<file path="config.mk">
export PLATFORM = sky130hd
export DESIGN_NAME = booth_mult_seq_flat
export DESIGN_NICKNAME = d
export VERILOG_FILES = /design/src/rtl/booth_mult_if.sv /design/src/rtl/booth_mult_seq.sv /design/src/flat_wrapper.sv
export SDC_FILE = /design/constraint.sdc
export NUM_CORES = 1
export LEC_CHECK = 0
export BUFFER_PORTS_ARGS = -buffer_cell sky130_fd_sc_hd__buf_4
export CAP_MARGIN = 25
export CORE_MARGIN = 5
export CORE_UTILIZATION = 58
export CTS_BUF_LIST = sky130_fd_sc_hd__clkbuf_8
export CTS_CLUSTER_DIAMETER = 30
export DETAILED_ROUTE_END_ITERATION = 8
export PLACE_DENSITY = 0.89
export REMOVE_ABC_BUFFERS = 1
export SLEW_MARGIN = 25
export SYNTH_ARGS = -nofsm -noshare
export SYNTH_HDL_FRONTEND = slang
export SYNTH_SLANG_ARGS = --single-unit
</file>
<file path="constraint.sdc">
create_clock -name clk -period 4 [get_ports clk]
set_clock_uncertainty 0.1 [all_clocks]
set_input_delay 0.2 -clock clk [delete_from_list [all_inputs] [get_ports clk]]
set_output_delay 0.2 -clock clk [all_outputs]
set_load 0.1 [all_outputs]
</file>
<file path="src/rtl/booth_mult_if.sv">
// Handshake and operand/product bundle between the ALU control FSM and the Booth MUL unit.
interface booth_mult_if #(
  parameter int unsigned WIDTH = 8
);
  logic                 start;
  logic                 signed_mode;
  logic [WIDTH-1:0]     mc;
  logic [WIDTH-1:0]     mp;
  logic                 ready;
  logic                 busy;
  logic                 done;
  logic [2*WIDTH-1:0]   prod;

  modport master (
    output start, signed_mode, mc, mp,
    input  ready, busy, done, prod
  );

  modport slave (
    input  start, signed_mode, mc, mp,
    output ready, busy, done, prod
  );
endinterface

</file>
<file path="src/rtl/booth_mult_seq.sv">
// Sequential radix-2 Booth multiplier: one Booth step per clock on (WIDTH+1)-bit
// operands, so the same datapath handles signed and unsigned inputs.
module booth_mult_seq #(
  parameter int unsigned WIDTH = 8
) (
  input logic         clk,
  input logic         rst,
  booth_mult_if.slave mul_io
);

  localparam int unsigned CntW = $clog2(WIDTH + 1);

  typedef enum logic [1:0] {StIdle, StRun, StDone} state_e;

  state_e             state_q, state_d;
  logic [WIDTH:0]     a_q, a_d;
  logic [WIDTH:0]     m_q, m_d;
  logic [WIDTH:0]     q_q, q_d;
  logic               q1_q, q1_d;
  logic [CntW-1:0]    count_q, count_d;
  logic [2*WIDTH-1:0] prod_q, prod_d;
  logic [WIDTH:0]     sum;

  always_ff @(posedge clk) begin
    if (rst) begin
      state_q <= StIdle;
      a_q     <= '0;
      m_q     <= '0;
      q_q     <= '0;
      q1_q    <= 1'b0;
      count_q <= '0;
      prod_q  <= '0;
    end else begin
      state_q <= state_d;
      a_q     <= a_d;
      m_q     <= m_d;
      q_q     <= q_d;
      q1_q    <= q1_d;
      count_q <= count_d;
      prod_q  <= prod_d;
    end
  end

  always_comb begin
    state_d = state_q;
    a_d     = a_q;
    m_d     = m_q;
    q_d     = q_q;
    q1_d    = q1_q;
    count_d = count_q;
    prod_d  = prod_q;
    sum     = a_q;

    unique case (state_q)
      StIdle: begin
        if (mul_io.start) begin
          // Extra top bit turns unsigned operands into non-negative signed ones.
          m_d     = {mul_io.signed_mode & mul_io.mc[WIDTH-1], mul_io.mc};
          q_d     = {mul_io.signed_mode & mul_io.mp[WIDTH-1], mul_io.mp};
          a_d     = '0;
          q1_d    = 1'b0;
          count_d = '0;
          state_d = StRun;
        end
      end
      StRun: begin
        unique case ({q_q[0], q1_q})
          2'b01:   sum = a_q + m_q;
          2'b10:   sum = a_q - m_q;
          default: sum = a_q;
        endcase
        a_d  = {sum[WIDTH], sum[WIDTH:1]};
        q_d  = {sum[0], q_q[WIDTH:1]};
        q1_d = q_q[0];
        if (count_q == CntW'(WIDTH)) begin
          prod_d  = {a_d[WIDTH-2:0], q_d};
          state_d = StDone;
        end else begin
          count_d = count_q + CntW'(1);
        end
      end
      StDone: state_d = StIdle;
      default: state_d = StIdle;
    endcase
  end

  assign mul_io.ready = (state_q == StIdle);
  assign mul_io.busy  = (state_q == StRun);
  assign mul_io.done  = (state_q == StDone);
  assign mul_io.prod  = prod_q;

endmodule

</file>
<file path="src/flat_wrapper.sv">
// flat-port wrapper written by rule: the top's interface ports become plain ports
module booth_mult_seq_flat 
#(
  parameter int unsigned WIDTH = 8
)
  (clk, rst, mul_io_start, mul_io_signed_mode, mul_io_mc, mul_io_mp, mul_io_ready, mul_io_busy, mul_io_done, mul_io_prod);
  booth_mult_if #(.WIDTH(WIDTH)) mul_io_i ();
  input logic clk;
  input logic rst;
  input wire logic [$bits(mul_io_i.start)-1:0] mul_io_start;
  input wire logic [$bits(mul_io_i.signed_mode)-1:0] mul_io_signed_mode;
  input wire logic [$bits(mul_io_i.mc)-1:0] mul_io_mc;
  input wire logic [$bits(mul_io_i.mp)-1:0] mul_io_mp;
  output wire logic [$bits(mul_io_i.ready)-1:0] mul_io_ready;
  output wire logic [$bits(mul_io_i.busy)-1:0] mul_io_busy;
  output wire logic [$bits(mul_io_i.done)-1:0] mul_io_done;
  output wire logic [$bits(mul_io_i.prod)-1:0] mul_io_prod;
  assign mul_io_i.start = mul_io_start;
  assign mul_io_i.signed_mode = mul_io_signed_mode;
  assign mul_io_i.mc = mul_io_mc;
  assign mul_io_i.mp = mul_io_mp;
  assign mul_io_ready = mul_io_i.ready;
  assign mul_io_busy = mul_io_i.busy;
  assign mul_io_done = mul_io_i.done;
  assign mul_io_prod = mul_io_i.prod;
  booth_mult_seq #(.WIDTH(WIDTH)) u_core (.clk(clk), .rst(rst), .mul_io(mul_io_i));
endmodule
</file>
### Yosys cells after proc, flatten, opt, wreduce, memory -nomap -nowiden

Index checks and enable logic that the tools add are counted.
W data, S select, Z words.

* input port bits: 20
* register bits: 50
* output and inout bits: 19
* word-level logic and storage cells: 40

* bitwise operators: 2
* mux-type cells: 13
* reductions and logical operators: 7
* eq/ne operators: 8
* add/subtract/negate cells: 3

Operator list (number)
* $pmux W9 S2: 3
* $mux W9: 2
* $add A9 B9 Y9: 1
* $sub A9 B9 Y9: 1
* $mux W4: 2
* $pmux W4 S2: 1
* $reduce_and A2 Y1: 4
* $add A4 B1 Y4 const B: 1
* $eq A2 B1 Y1 const B: 2
* $eq A2 B2 Y1 const B: 2
* $eq A4 B4 Y1 const B: 1
* $mux W2: 2
* $ne A2 B2 Y1 const B: 2
* $pmux W2 S2: 1
* $reduce_and A3 Y1: 1
* $and A1 B1 Y1: 2
* $logic_not A2 Y1: 1
* $ne A2 B1 Y1 const B: 1
* $pmux W1 S2: 1
* $reduce_bool A2 Y1: 1
* $mux W1: 1

### Depth between registers and ports, before layout

* depth in word-level cells: 3
* mapped depth: 11
* depth with buffers taken out: 11

### Worst setup path after synthesis

No wires, ideal clock.

* path type: flip-flop to flip-flop
* start: register u_core.q1_q
* end: register u_core.prod_q[15] (netlist: u_core.mul_io.prod[15])
* setup time: 0.070 ns
* data required time: 3.830 ns
* arrival time: 2.708 ns
* cell stages (with the launch flop): 12
* path slack: 1.122 ns
* clock period less this slack: 2.878 ns
* buffers on the path: 1
* cells stage by stage: dfxtp_1 -> inv_1 -> ha_1 -> clkbuf_1 -> mux2_2 -> inv_1 -> ha_1 -> nor2b_4 -> o31a_1 -> o41a_1 -> or4_1 -> a21oi_1

* cells in the longest elaborated chain, start to end: 2
* elaborated cells on any way between the ends: 3
* classes of those cells: eq/ne (2); mux (1)

Ends and longest elaborated chain
* start: declaration: RTL line booth_mult_seq.sv:19 `logic q1_q, q1_d;`
* start signal: assignment: RTL line booth_mult_seq.sv:38 `q1_q <= q1_d;`
* $eq A2 B2 Y1 or $eq A2 B1 Y1 (tied branches): RTL line booth_mult_seq.sv:67 `unique case ({q_q[0], q1_q})`
* $pmux W9 S2 (*): RTL line booth_mult_seq.sv:67
* end signal: assignment: RTL line booth_mult_seq.sv:40 `prod_q <= prod_d;`
* end: declaration: RTL line booth_mult_seq.sv:21 `logic [2*WIDTH-1:0] prod_q, prod_d;`

Mark *: on every way between the ends. The rest lies on a longest branch, timed or not.
A chain may end at the register's enable or synchronous reset.

### Worst setup path in the final report

* start: register u_core.m_q[0]
* end: register u_core.prod_q[15] (netlist: u_core.mul_io.prod[15])

* cells in the longest elaborated chain, start to end: 2
* elaborated cells on any way between the ends: 3
* classes of those cells: add/sub (2); mux (1)

Ends and longest elaborated chain
* start: declaration: RTL line booth_mult_seq.sv:17 `logic [WIDTH:0] m_q, m_d;`
* start signal: assignment: RTL line booth_mult_seq.sv:36 `m_q <= m_d;`
* $sub A9 B9 Y9 or $add A9 B9 Y9 (tied branches): RTL line booth_mult_seq.sv:69, booth_mult_seq.sv:68
* $pmux W9 S2 (*): RTL line booth_mult_seq.sv:67

Marked as above.

==> impl_metrics.toml <==
[detailed_routing]
vias = 2291
drc_errors = 0
wl_um = 5390
dr.pass1.iters = 4
drt-wirelength-per-cell_um = 13.4
ant_nets = 0
via_per_inst = 5.68
drt_iter0_drc = 234

[grt]
grt_overflow = 0
grt_start_max_net_pins = 45
grt_pass1_vias = 2034
antenna_found_initial = 0
grt_pass1_wl_um = 8870
grtUsageTotal = 0.202

[finish]
n_antenna_cell = 0
seqCellArea_um2 = 981
syn_to_final_growth_pct = 15.7
layout_commonest_cell = "nand2_1"
nNetsFinal = 385
nFillCells = 333
multi_input_area_um2 = 1410
layout_common_cells = "nand2_1 (70), dfxtp_1 (49), buf_4 (41), a21oi_1 (37), nor2_1 (26)"
fin_area_um2 = 2900
drive_gt1_frac = 0.156

[logic_synthesis]
ys_warn_count = 0
synth-xor-area-share = 0.0420
synth_area_um2 = 2500
ys_types = 42
synth_top_family_by_area = "simple AND/OR/NAND/NOR gates"
synth-simple-area-share = 0.245
seq_area_frac_synth = 0.392
synthMuxAreaShare = 0.0125
syn_area_per_cell_um2 = 7.75
synth_compound_area_frac = 0.193
ys_ff_latch = 49
synthCells = 323
yosys.area_share.adder = 0.0680

[cts]
path_clk_slew_ns = 0.09
cts_sinks = 49
post_cts_buffers = 0
clockBufferDepth = 2
cts_hold_buf = 0
cts_max_level = 2
cts_root_buf = "clkbuf_8"
cts_tree = "done"
numCtsBuffers = 5
cts_resized = 0
clk_latency_ns = 0.31

[job]
maxCapViolations = 0

[worst_setup_path]
required_ns = 4.14
arrival_ns = 3.15
path_class = "register to register"
crit_path_end_kind = "register"
rrSetupSlack_ns = 0.99
r2r-end = "u_core.mul_io.prod[15]"
regToRegStartpoint = "u_core.m_q[0]"
cp_max_fo = 5
cp_slowest_cell = "or4_1"
rr_worst_depth = 11
path_cells = "inv_1 > ha_1 > nor3b_1 > nor2_1 > xnor2_1 > ha_1 > a21oi_1 > clkinvlp_2 > o41a_1 > or4_1 > a21oi_1"
startpoint_type = "register"
critPathMaxStageDelay_ns = 0.51

[floorplan]
io_pins = 39
coreArea_um2 = 4090
design.die.area_um2 = 5730
die_w_um = 75.7
row_count = 23
initial_core_util = 0.613
die_h_um = 75.7

[sta]
fin_crit_sh = 0.752
tightest_slew_ns = 0.985
hold_slack_ns = 0.0314
setup_tns_ns = 0
report.final.slew_viol_count = 0
hold_viol = 0
setup_ws_ns = 0.993
fmaxAchievable_mhz = 333
min_period_ns = 3.01
setup_viol = 0
slew_headroom = 0.342
rsz0062_at_grt = "false"

[placed_design]
placed_area_um2 = 2800
port_buffers = 38
dp_hpwl_um = 3750
place_congestion = 0.910
place_ws_ns = 1.04

[power_and_ir_drop]
power.density_nw_per_um2 = 385
p_leak_nw = 1.15
p_total_w = 0.00112
peakVddDrop_v = 0.000273

[worst_hold_path]
hold_class = "input port to register"
min_path_cells = 3
hold_end = "u_core.m_q[6]"
worstHoldStart = "mul_io_mc[6]"

[outcome]
status = "finished, final reports clean"
-- synthesized netlist by cell type --
cell type,count,area share
a211o_1,1,0.0035
mux2_2,1,0.0045
o21bai_1,1,0.0030
ha_1,12,0.060
o21ai_0,10,0.020
nand4_1,3,0.0075
a2111oi_0,1,0.0035
fa_1,1,0.0080
o22ai_1,1,0.0025
a31oi_1,6,0.015
o41a_1,1,0.0045
nand2_2,1,0.0025
nand2b_1,3,0.0075
o211a_1,2,0.0080
or4_1,4,0.012
nor3b_1,2,0.0060
nor3_1,5,0.010
xor2_1,5,0.017
nand3b_1,1,0.0030
o211ai_1,1,0.0030
o2111ai_1,1,0.0035
a21oi_1,37,0.074
inv_1,11,0.016
o31a_1,1,0.0035
nand2_1,70,0.10
a311oi_1,9,0.031
a22oi_1,1,0.0030
a211oi_1,3,0.0090
mux2i_1,2,0.0080
clkbuf_1,18,0.027
dfxtp_1,49,0.39
xnor2_1,7,0.024
and3b_1,1,0.0035
o21a_1,2,0.0060
clkinvlp_2,1,0.0020
and2_1,3,0.0075
buf_1,1,0.0015
or3_2,2,0.0060
nand3_1,14,0.028
nor2_1,26,0.039
nor2b_4,1,0.0055
nor2b_1,1,0.0025
-- worst max-delay path by stage --
stage / from / to / slack (ns)
3_5_place_dp: u_core.m_q[0] / u_core.mul_io.prod[15] / 1.04
2_1_floorplan: u_core.state_q[0] / u_core.a_q[1] / 0.79
3_3_place_gp: u_core.q_q[0] / u_core.mul_io.prod[15] / 1.13
5_1_grt: u_core.m_q[0] / u_core.mul_io.prod[15] / 0.76
6_report: u_core.m_q[0] / u_core.mul_io.prod[15] / 0.99
4_1_cts: u_core.q_q[0] / u_core.mul_io.prod[15] / 1.0
-- power by group --
group | internal [W] | switching (W) | total [W]
logic | 0.000115 | 0.000171 | 0.000285
clock network | 0.000128 | 0.000176 | 0.000304
registers | 0.000509 | 0.0000191 | 0.000528
total | 0.000751 | 0.000366 | 0.00112
-- logic make-up (layout without fill, tap and decap cells) --
| kind of cell | Yosys count | count (layout) |
|---|---|---|
| and+or+nand+nor | 137 | 137 |
| AOI/OAI and AO/OA | 78 | 78 |
| DFF | 49 | 49 |
| buffers and inverters | 31 | 61 |
| adders and majority gates | 13 | 13 |
| xor gates and xnor gates | 12 | 12 |
| muxes | 3 | 3 |
-- flip-flops by register name (all words and copies together), names as in the netlist --
name and cells:
u_core.count_q 4, u_core.a_q 8, u_core.q1_q 1, u_core.m_q 9
u_core.mul_io.prod 16, u_core.q_q 9, u_core.state_q 2
-- per-layer routing --
metal	routed length, um	up-vias	global-route usage
li1	-	1182	-
met3	304	7	0.0449
met1	2410	1042	0.254
met5	0	-	0
met2	2600	60	0.340
met4	74	0	0.0718
-- critical path: cells and delay by family (launching register included) --
kind	cells	cell delay (ns)
and+or+nand+nor	3	0.91
AOI/OAI and AO/OA	3	0.69
adders and majority gates	2	0.50
DFF	1	0.35
buffers and inverters	2	0.26
xor gates and xnor gates	1	0.13
-- area by class of cell --
cell class | count | share of cell area
clock inverter | 3 | 0.00864
multi-input combinational | 243 | 0.485
inverter | 12 | 0.0160
sequential | 49 | 0.339
timing repair buffer | 41 | 0.106
tap | 50 | 0.0216
clock buffer | 5 | 0.0238
-- per-stage QoR --
stage | std cells | utilization
floorplan | 304 | -
global placement | 395 | 0.686
detailed placement | 395 | 0.686
CTS | 403 | 0.709
global route | 403 | 0.709
finish | 403 | 0.709
No activity file was read; power rests on OpenSTA's default activity.
